==> config.mk <==
export PLATFORM = sky130hd
export DESIGN_NAME = alu_exec
export DESIGN_NICKNAME = d
export VERILOG_FILES = /design/src/rtl/cpu_pkg.sv /design/src/rtl/alu_mul_seq.sv /design/src/rtl/alu_exec.sv
export SDC_FILE = /design/constraint.sdc
export NUM_CORES = 1
export LEC_CHECK = 0
export CAP_MARGIN = 5
export CORE_MARGIN = 1
export CORE_UTILIZATION = 64
export DETAILED_ROUTE_END_ITERATION = 8
export HOLD_SLACK_MARGIN = 0.02
export PLACE_DENSITY = 0.95
export SLEW_MARGIN = 10
export SYNTH_ARGS = -nofsm -noshare
export SYNTH_HDL_FRONTEND = slang
export SYNTH_SLANG_ARGS = --single-unit
==> constraint.sdc <==
create_clock -name clk -period 4.83 [get_ports clk]
set_input_delay 0.7245 -clock clk [delete_from_list [all_inputs] [get_ports clk]]
set_output_delay 0.7245 -clock clk [all_outputs]
set_load 0.005 [all_outputs]
==> src/rtl/cpu_pkg.sv <==
// Shared constants for the execute stage: operand width, opcodes, ALU control
// states and the bit positions of the status flags.
package cpu_pkg;

  localparam int WIDTH = 16;

  localparam logic [3:0] OP_ADD   = 4'd0;
  localparam logic [3:0] OP_SUB   = 4'd1;
  localparam logic [3:0] OP_AND   = 4'd2;
  localparam logic [3:0] OP_OR    = 4'd3;
  localparam logic [3:0] OP_XOR   = 4'd4;
  localparam logic [3:0] OP_NOT   = 4'd5;
  localparam logic [3:0] OP_PASSB = 4'd6;
  localparam logic [3:0] OP_SHL   = 4'd7;
  localparam logic [3:0] OP_SHR   = 4'd8;
  localparam logic [3:0] OP_MUL   = 4'd9;

  typedef enum logic {
    S_IDLE = 1'b0,
    S_MUL  = 1'b1
  } alu_state_t;

  localparam int FLAG_Z = 0;
  localparam int FLAG_N = 1;
  localparam int FLAG_C = 2;
  localparam int FLAG_V = 3;

endpackage

==> src/rtl/alu_mul_seq.sv <==
// Sequential shift-add multiplier: one partial-product step per clock.
// prod/fin are combinational so the owner can register the final product on the last step.
module alu_mul_seq import cpu_pkg::*; #(
  parameter int WIDTH = cpu_pkg::WIDTH,
  parameter int ITERS = WIDTH
) (
  input  logic                 clk,
  input  logic                 rst_n,
  input  logic                 go,
  input  logic [WIDTH-1:0]     a,
  input  logic [WIDTH-1:0]     b,
  output logic                 busy,
  output logic                 fin,
  output logic [2*WIDTH-1:0]   prod
);

  localparam int CW = $clog2(ITERS);

  logic [WIDTH-1:0]   a_q;
  logic [2*WIDTH-1:0] acc;
  logic [2*WIDTH-1:0] acc_nxt;
  logic [WIDTH:0]     sum;
  logic [CW-1:0]      cnt;

  // Upper half accumulates the multiplicand; the multiplier drains out of the lower half.
  always_comb begin
    sum     = {1'b0, acc[2*WIDTH-1:WIDTH]} + (acc[0] ? {1'b0, a_q} : {(WIDTH+1){1'b0}});
    acc_nxt = {sum, acc[WIDTH-1:1]};
  end

  assign fin  = busy && (cnt == CW'(ITERS-1));
  assign prod = acc_nxt;

  always_ff @(posedge clk) begin
    if (!rst_n) begin
      a_q  <= '0;
      acc  <= '0;
      cnt  <= '0;
      busy <= 1'b0;
    end else if (go && !busy) begin
      a_q  <= a;
      acc  <= {{WIDTH{1'b0}}, b};
      cnt  <= '0;
      busy <= 1'b1;
    end else if (busy) begin
      acc <= acc_nxt;
      cnt <= cnt + 1'b1;
      if (fin) busy <= 1'b0;
    end
  end

endmodule

==> src/rtl/alu_exec.sv <==
// Execute stage: single-cycle ALU ops plus a sequential MUL, with registered
// result/flags and a done pulse in the cycle they update.
module alu_exec import cpu_pkg::*; #(
  parameter int WIDTH     = cpu_pkg::WIDTH,
  parameter int MUL_ITERS = WIDTH
) (
  input  logic             clk,
  input  logic             rst_n,
  input  logic             start,
  input  logic [3:0]       op,
  input  logic [WIDTH-1:0] dataA,
  input  logic [WIDTH-1:0] dataB,
  output logic [WIDTH-1:0] result,
  output logic             flag_z,
  output logic             flag_n,
  output logic             flag_c,
  output logic             flag_v,
  output logic             busy,
  output logic             done,
  output logic             err
);

  alu_state_t state, state_nxt;

  logic               mul_go, mul_busy, mul_fin;
  logic [2*WIDTH-1:0] mul_prod;
  logic               alu_wr, alu_c, alu_v, alu_ill;
  logic [WIDTH-1:0]   alu_res;
  logic [WIDTH:0]     sum_ext, dif_ext;
  logic [3:0]         flags_q;

  function automatic logic [3:0] pack_flags(input logic [WIDTH-1:0] r, input logic c, input logic v);
    logic [3:0] f;
    f         = '0;
    f[FLAG_Z] = (r == '0);
    f[FLAG_N] = r[WIDTH-1];
    f[FLAG_C] = c;
    f[FLAG_V] = v;
    return f;
  endfunction

  alu_mul_seq #(.WIDTH(WIDTH), .ITERS(MUL_ITERS)) u_mul (
    .clk  (clk),
    .rst_n(rst_n),
    .go   (mul_go),
    .a    (dataA),
    .b    (dataB),
    .busy (mul_busy),
    .fin  (mul_fin),
    .prod (mul_prod)
  );

  always_comb begin
    sum_ext = {1'b0, dataA} + {1'b0, dataB};
    dif_ext = {1'b0, dataA} - {1'b0, dataB};
    alu_res = '0;
    alu_c   = 1'b0;
    alu_v   = 1'b0;
    alu_ill = 1'b0;
    case (op)
      OP_ADD: begin
        alu_res = sum_ext[WIDTH-1:0];
        alu_c   = sum_ext[WIDTH];
        alu_v   = (dataA[WIDTH-1] == dataB[WIDTH-1]) && (sum_ext[WIDTH-1] != dataA[WIDTH-1]);
      end
      OP_SUB: begin
        // Carry is "no borrow": set when A >= B unsigned.
        alu_res = dif_ext[WIDTH-1:0];
        alu_c   = ~dif_ext[WIDTH];
        alu_v   = (dataA[WIDTH-1] != dataB[WIDTH-1]) && (dif_ext[WIDTH-1] != dataA[WIDTH-1]);
      end
      OP_AND:   alu_res = dataA & dataB;
      OP_OR:    alu_res = dataA | dataB;
      OP_XOR:   alu_res = dataA ^ dataB;
      OP_NOT:   alu_res = ~dataA;
      OP_PASSB: alu_res = dataB;
      OP_SHL: begin
        alu_res = {dataA[WIDTH-2:0], 1'b0};
        alu_c   = dataA[WIDTH-1];
      end
      OP_SHR: begin
        alu_res = {1'b0, dataA[WIDTH-1:1]};
        alu_c   = dataA[0];
      end
      OP_MUL:  alu_res = '0;
      default: alu_ill = 1'b1;
    endcase
  end

  always_comb begin
    state_nxt = state;
    mul_go    = 1'b0;
    alu_wr    = 1'b0;
    case (state)
      S_IDLE: begin
        if (start) begin
          if (op == OP_MUL) begin
            mul_go    = 1'b1;
            state_nxt = S_MUL;
          end else begin
            alu_wr = 1'b1;
          end
        end
      end
      S_MUL:   if (mul_fin) state_nxt = S_IDLE;
      default: state_nxt = S_IDLE;
    endcase
  end

  always_ff @(posedge clk) begin
    if (!rst_n) state <= S_IDLE;
    else        state <= state_nxt;
  end

  // Illegal opcodes fall through the ALU as result 0, so Z comes out set naturally.
  always_ff @(posedge clk) begin
    if (!rst_n) begin
      result  <= '0;
      flags_q <= '0;
      done    <= 1'b0;
      err     <= 1'b0;
    end else begin
      done <= alu_wr | mul_fin;
      err  <= alu_wr & alu_ill;
      if (alu_wr) begin
        result  <= alu_res;
        flags_q <= pack_flags(alu_res, alu_c, alu_v);
      end else if (mul_fin) begin
        result  <= mul_prod[WIDTH-1:0];
        flags_q <= pack_flags(mul_prod[WIDTH-1:0], |mul_prod[2*WIDTH-1:WIDTH], 1'b0);
      end
    end
  end

  assign busy   = mul_busy;
  assign flag_z = flags_q[FLAG_Z];
  assign flag_n = flags_q[FLAG_N];
  assign flag_c = flags_q[FLAG_C];
  assign flag_v = flags_q[FLAG_V];

endmodule

# Word-level counts from Yosys, hierarchy flattened
# Cells that the tools add are included.
# word_totals
ff_bits	76
input_bits	39
out_inout_bits	23
# classes
add_sub_neg	4
eq_ne	14
n_mux	21
bitwise	9
reduce_logical	13
# ops
cell	count
one-hot mux 16 bit (9 select lines)	1
two-way mux 16 bit	5
adder 16 x 16 -> 17 bit	2
logical NOT 16 bit	2
subtractor 16 x 16 -> 17 bit	1
AND 16 bit	1
== test 4 x 3 -> 1 bit (second input constant)	4
inverter 16 bit	1
OR 16 bit	1
OR reduction 16 bit	1
XOR 16 bit	1
== test 4 bit (second input constant)	3
two-way mux 1 bit	10
OR reduction 10 bit	1
== test 4 x 2 -> 1 bit (second input constant)	2
two-way mux 4 bit	2
adder 4 x 1 -> 4 bit (second input constant)	1
== test 4 x 1 -> 1 bit (second input constant)	1
logical AND 1 bit	4
logical NOT 4 bit	1
one-hot mux 1 bit (2 select lines)	2
one-hot mux 1 bit (4 select lines)	1
nonzero test 2 bit	2
!= test 1 bit	3
other kinds (6)	8

# Longest topological paths before layout
# depth
depth_word	6
depth_mapped	13

# By module
# Synthesis repeated with hierarchy kept, for this count alone.
# hier_totals
cells_unflattened	983
area_unflattened_um2	7533.5
# modules_own_cells
module	instances	cells_per_inst	area_per_inst_um2	seq_area_each_um2
alu_exec	1	599	4322.9	440.4
alu_mul_seq	1	384	3210.6	1061.0

# Least setup slack after synthesis
# Ideal clock, no wire load.
# synth_path
path_kind	input port to flip-flop
startpoint	input port dataA[0]
endpoint	register flags_q[0]
setup_ns	0.087
arrival_time_ns	3.145
t_required_ns	4.743
setup_slack_ns	1.598
cell_stages	13
n_path_buf	0
path_cell_list	inv_1 -> ha_1 -> inv_1 -> fa_1 -> nor2b_1 -> o311ai_1 -> nand2_1 -> a221oi_1 -> o221ai_1 -> a21oi_1 -> o221a_2 -> nand4_1 -> o31ai_1
# synth_via
elab_chain_len	4
word_cells_on_any_way	9
# synth_lines
item	line	rtl
start: declaration	alu_exec.sv:11	input logic [WIDTH-1:0] dataA,
subtractor 16 x 16 -> 17 bit (tied with other cells)	alu_exec.sv:55	dif_ext = {1'b0, dataA} - {1'b0, dataB};
one-hot mux 16 bit (9 select lines) (*)	alu_exec.sv:60	case (op)
logical NOT 16 bit (*)	alu_exec.sv:35	f[FLAG_Z] = (r == '0);
two-way mux 4 bit (*)	alu_exec.sv:125	if (alu_wr) begin
end signal: assignment	alu_exec.sv:127	flags_q <= pack_flags(alu_res, alu_c, alu_v);
end signal: assignment	alu_exec.sv:130	flags_q <= pack_flags(mul_prod[WIDTH-1:0], |mul_prod[2*WIDTH-1:WIDTH], 1'b0);
end: declaration	alu_exec.sv:30	logic [3:0] flags_q;
# Mark *: on every way between the ends. The rest lies on a longest branch, timed or not.
# A chain may end at the register's enable or synchronous reset.

# Final worst setup path
# layout_path
startpoint	register u_mul.acc[0]
endpoint	register flags_q[2]
# layout_via
elab_chain_len	5
# layout_lines
item	line	rtl
start: declaration	alu_mul_seq.sv:20	logic [2*WIDTH-1:0] acc;
start signal: assignment	alu_mul_seq.sv:42	acc <= {{WIDTH{1'b0}}, b};
start signal: assignment	alu_mul_seq.sv:46	acc <= acc_nxt;
two-way mux 16 bit	alu_mul_seq.sv:27	sum = {1'b0, acc[2*WIDTH-1:WIDTH]} + (acc[0] ? {1'b0, a_q} : {(WIDTH+1){1'b0}});
adder 16 x 16 -> 17 bit	alu_mul_seq.sv:27	
OR reduction 16 bit	alu_exec.sv:130	
two-way mux 4 bit	alu_exec.sv:128	end else if (mul_fin) begin
two-way mux 4 bit	alu_exec.sv:125	
# Every way passes these cells. The select of a mux whose other input is x is not followed.

==> flow_summary_export.csv <==
group,metric,value,unit
status,status,"complete, no violations",
layout,nets,1064,
synthesis,yosys_warnings,0,
setup_path,required,5.06,ns
hold_path,hp-class,"register to register",
placed_design,dp_hpwl,15.40,mm
pwr,p_per_area,208.4,mW/mm^2
setup_path,path_max_fanout,17,
detailed_routing,drt-pass1-iter-count,6,
sta,report.final.slew_viol_count,0,
synthesis,synth_cell_types,82,
floorplan,die-area,0.01107,sq mm
setup_path,start_kind,"register",
sta,finalHoldViolCount,0,
floorplan,ioPinCount,62,
layout,area_growth_syn_to_layout,13.20,%
pwr,p_leak,3.185,nW
synthesis,synth_fa_ha_area_frac,0.1281,
detailed_routing,wirelength,21.38,mm
synthesis,synth_simple_gate_area_frac,0.2540,
global_route,grt_remaining_overflow,0,
synthesis,synth_xor_area_frac,0.02313,
global_route,use_met2,0.6400,
layout,utilization,0.7474,
global_route,grt_start_max_net_pins,71,
placed_design,portBuffers,61,
global_route,use_met3,0.06238,
global_route,grt_pass1_wl,34.69,mm
clock_tree,cts.sinks,75,
clock_tree,cts_buffers,9,
floorplan,rows,37,
layout,multi_input_area,0.004873,sq mm
synthesis,synth_top_area_share,0.2203,
synthesis,synth_compound_area_frac,0.2871,
layout,final_area,0.007716,sq mm
synthesis,async_reset_ff_frac,0,
sta,min_period,4.090,ns
sta,max_slew.worst_pin.slew,0.7438,ns
synthesis,synth_flop_cell,"dfxtp_1",
synthesis,syn_nets,1032,
synthesis,synth_area_leaders,"dfxtp_1 (22%), ha_1 (12%), nor2_1 (6.8%)",
synthesis,yosysTopAreaCell,"dfxtp_1",
clock_tree,htree_levels,3,
sta,setup_ws,0.7400,ns
global_route,grt_pass1_vias,7061,
global_route,antenna_found_initial,0,
clock_tree,cts-root-buf,"clkbuf_8",
sta,fin_setup_tns,0,ns
synthesis,synth.area.mux_share,0.01799,
global_route,grt.busiest_layer,"met2",
clock_tree,cts.clk_slew.worst_paths,0.08,ns
sta,whs,0.4655,ns
placed_design,place_ws,0.6163,ns
sta,rsz0062_at_grt,"no",
clock_tree,cts-resized-gates,0,
layout,drive_gt1_frac,0.06341,
clock_tree,post-cts-setup-buffers,0,
global_route,grt.met1_usage,0.4934,
sta,skew,0.009642,ns
synthesis,yosysSeqAreaShare,0.2203,
setup_path,reg2reg_slack,0.74,ns
layout,fill_cells,816,
detailed_routing,vias,7446,
detailed_routing,ant_nets,0,
sta,finalCritPeriodShare,0.8468,
setup_path,criticalPathCategory,"register to register",
clock_tree,cts_tree,"yes",
clock_tree,worstSkewPairLatency,0.36,ns
clock_tree,cts-hold-fix-buffers,0,
clock_tree,cts_buffer_depth,2,
detailed_routing,initialDrtViolationCount,875,
detailed_routing,routedWlPerCell,19.47,microns
setup_path,cp-end-kind,"register",
synthesis,syn_area,0.006817,sq mm
synthesis,ys_seq_elements,75,
placed_design,routabilityCongestion,0.9900,
floorplan,die_h,105.2,microns
sta,clock.fmax,244.5,MHz
sta,slew_headroom,0.5042,
global_route,grt_usage,0.3919,
floorplan,coreArea,0.01032,sq mm
run,drv_cap,0,
placed_design,postPlaceCellArea,0.007517,sq mm
detailed_routing,drc_errors,0,
floorplan,die_x,105.2,microns
detailed_routing,vias_per_cell,6.781,
setup_path,cp.arrival,4.32,ns
layout,regArea,0.001503,sq mm
floorplan,start_util,0.6603,
layout,antennaDiodeCount,0,
synthesis,synth_edf_count,0,
synthesis,synth_top_family_by_area,"compound AO/OA/AOI/OAI gates",
pwr,ir_drop,196.4,uV
synthesis,synthCells,925,
synthesis,synth_area_per_cell,7.369,sq um
sta,setup_violations,0,
==> through the flow <==
step           std cells  total power [W]
6_report            1098         0.001608
5_1_grt             1098         0.001673
4_1_cts             1098         0.001595
3_5_place_dp        1082         0.001109
3_3_place_gp        1082         0.001103
2_1_floorplan        925        0.0009465
==> path summary, 6_finish.rpt <==
| path | cells after the start | endpoint | start |
|---|---|---|---|
| setup / recovery | 13 | flags_q[2] | u_mul.acc[0] |
| hold / removal | 2 | state | state |
| setup reg to reg | 13 | flags_q[2] | u_mul.acc[0] |
| hold reg to reg | 2 | state | state |
==> cell usage in the layout, fill, tap and decap left out, types with 5 or more instances in the layout <==
master	n
nor2_1	124
nand2_1	89
a21oi_1	87
dfxtp_1	74
ha_1	65
clkdlybuf4s50_1	61
inv_1	48
o21ai_0	43
buf_4	24
and2_1	22
nand3_1	20
a221oi_1	17
a21o_1	15
nor2b_1	15
xnor2_1	13
nor3_1	12
o211ai_1	12
a22oi_1	12
a311oi_1	12
and3_1	11
o21bai_1	10
nand3b_1	10
mux2i_1	10
clkbuf_8	9
nand4_1	7
o2111ai_1	7
a31oi_1	6
a211oi_1	6
nor4_1	6
or3_1	5
o21a_1	5
xor2_1	5
o31ai_1	5
==> sequential cells by signal (all words and copies together) (netlist names) <==
name,cells
u_mul.busy,1
err,1
result,15
u_mul.a_q,16
u_mul.acc,32
done,1
u_mul.cnt,4
flags_q,4
state,1
==> final cells by class <==
type,count,share of cell area
tap,136,0.02205
multi-input combinational,738,0.6316
sequential,75,0.1947
clock buffer,10,0.01654
inverter,48,0.02335
timing repair buffer,85,0.1025
clock inverter,6,0.009243
==> power breakdown <==
part	internal [W]	switching [W]
Combinational	0.000194	0.000263
Clock	0.000243	0.000254
Sequential	0.000637	0.0000163
Total	0.00107	0.000534
==> cells in the mapped netlist (all sizes together) (4+ instances only) <==
cell	number
o31ai	5
buf	17
a211o	4
a211oi	7
ha	65
a21oi	87
xor2	5
or2	4
nand2	89
nor4	8
o2111ai	7
nand3	20
a21o	15
a22oi	12
and3	11
or3	5
clkbuf	47
o221ai	4
dfxtp	75
nand4	7
inv	48
o21ai	45
o21a	5
a31oi	6
nand3b	10
nor2	124
a221o	4
nor4b	6
a221oi	17
a311oi	12
o211ai	12
xnor2	13
nor2b	15
and2	22
nor3	13
o21bai	10
mux2i	10
==> metal layers <==
| metal | part of all wire | wire (microns) | vias up |
|---|---|---|---|
| met5 | 0 | 0 | - |
| met4 | 0.053 | 1135 | 0 |
| met3 | 0.10 | 2174 | 106 |
| met2 | 0.46 | 9819 | 504 |
| met1 | 0.39 | 8250 | 3417 |
| li1 | - | - | 3419 |
==> kinds of logic after synthesis <==
family	count (synthesis)
simple gates	354
fa+ha+maj	68
buf+inv	112
mux	11
xor+xnor	18
compound gates	287
flops	75
==> critical path: stages, from the launching register on <==
cell and delay (ns):
dfxtp_1 0.62, and2_1 0.20, ha_1 0.17, inv_1 0.07, fa_1 0.43, nor2b_1 0.19
o2111ai_1 0.18, nand3_1 0.19, a311oi_1 0.17, o21ai_0 0.23, o211ai_1 0.23, or3b_2 0.50
a2111oi_0 0.63, o21ai_0 0.14
No activity file was read; power rests on OpenSTA's default activity.
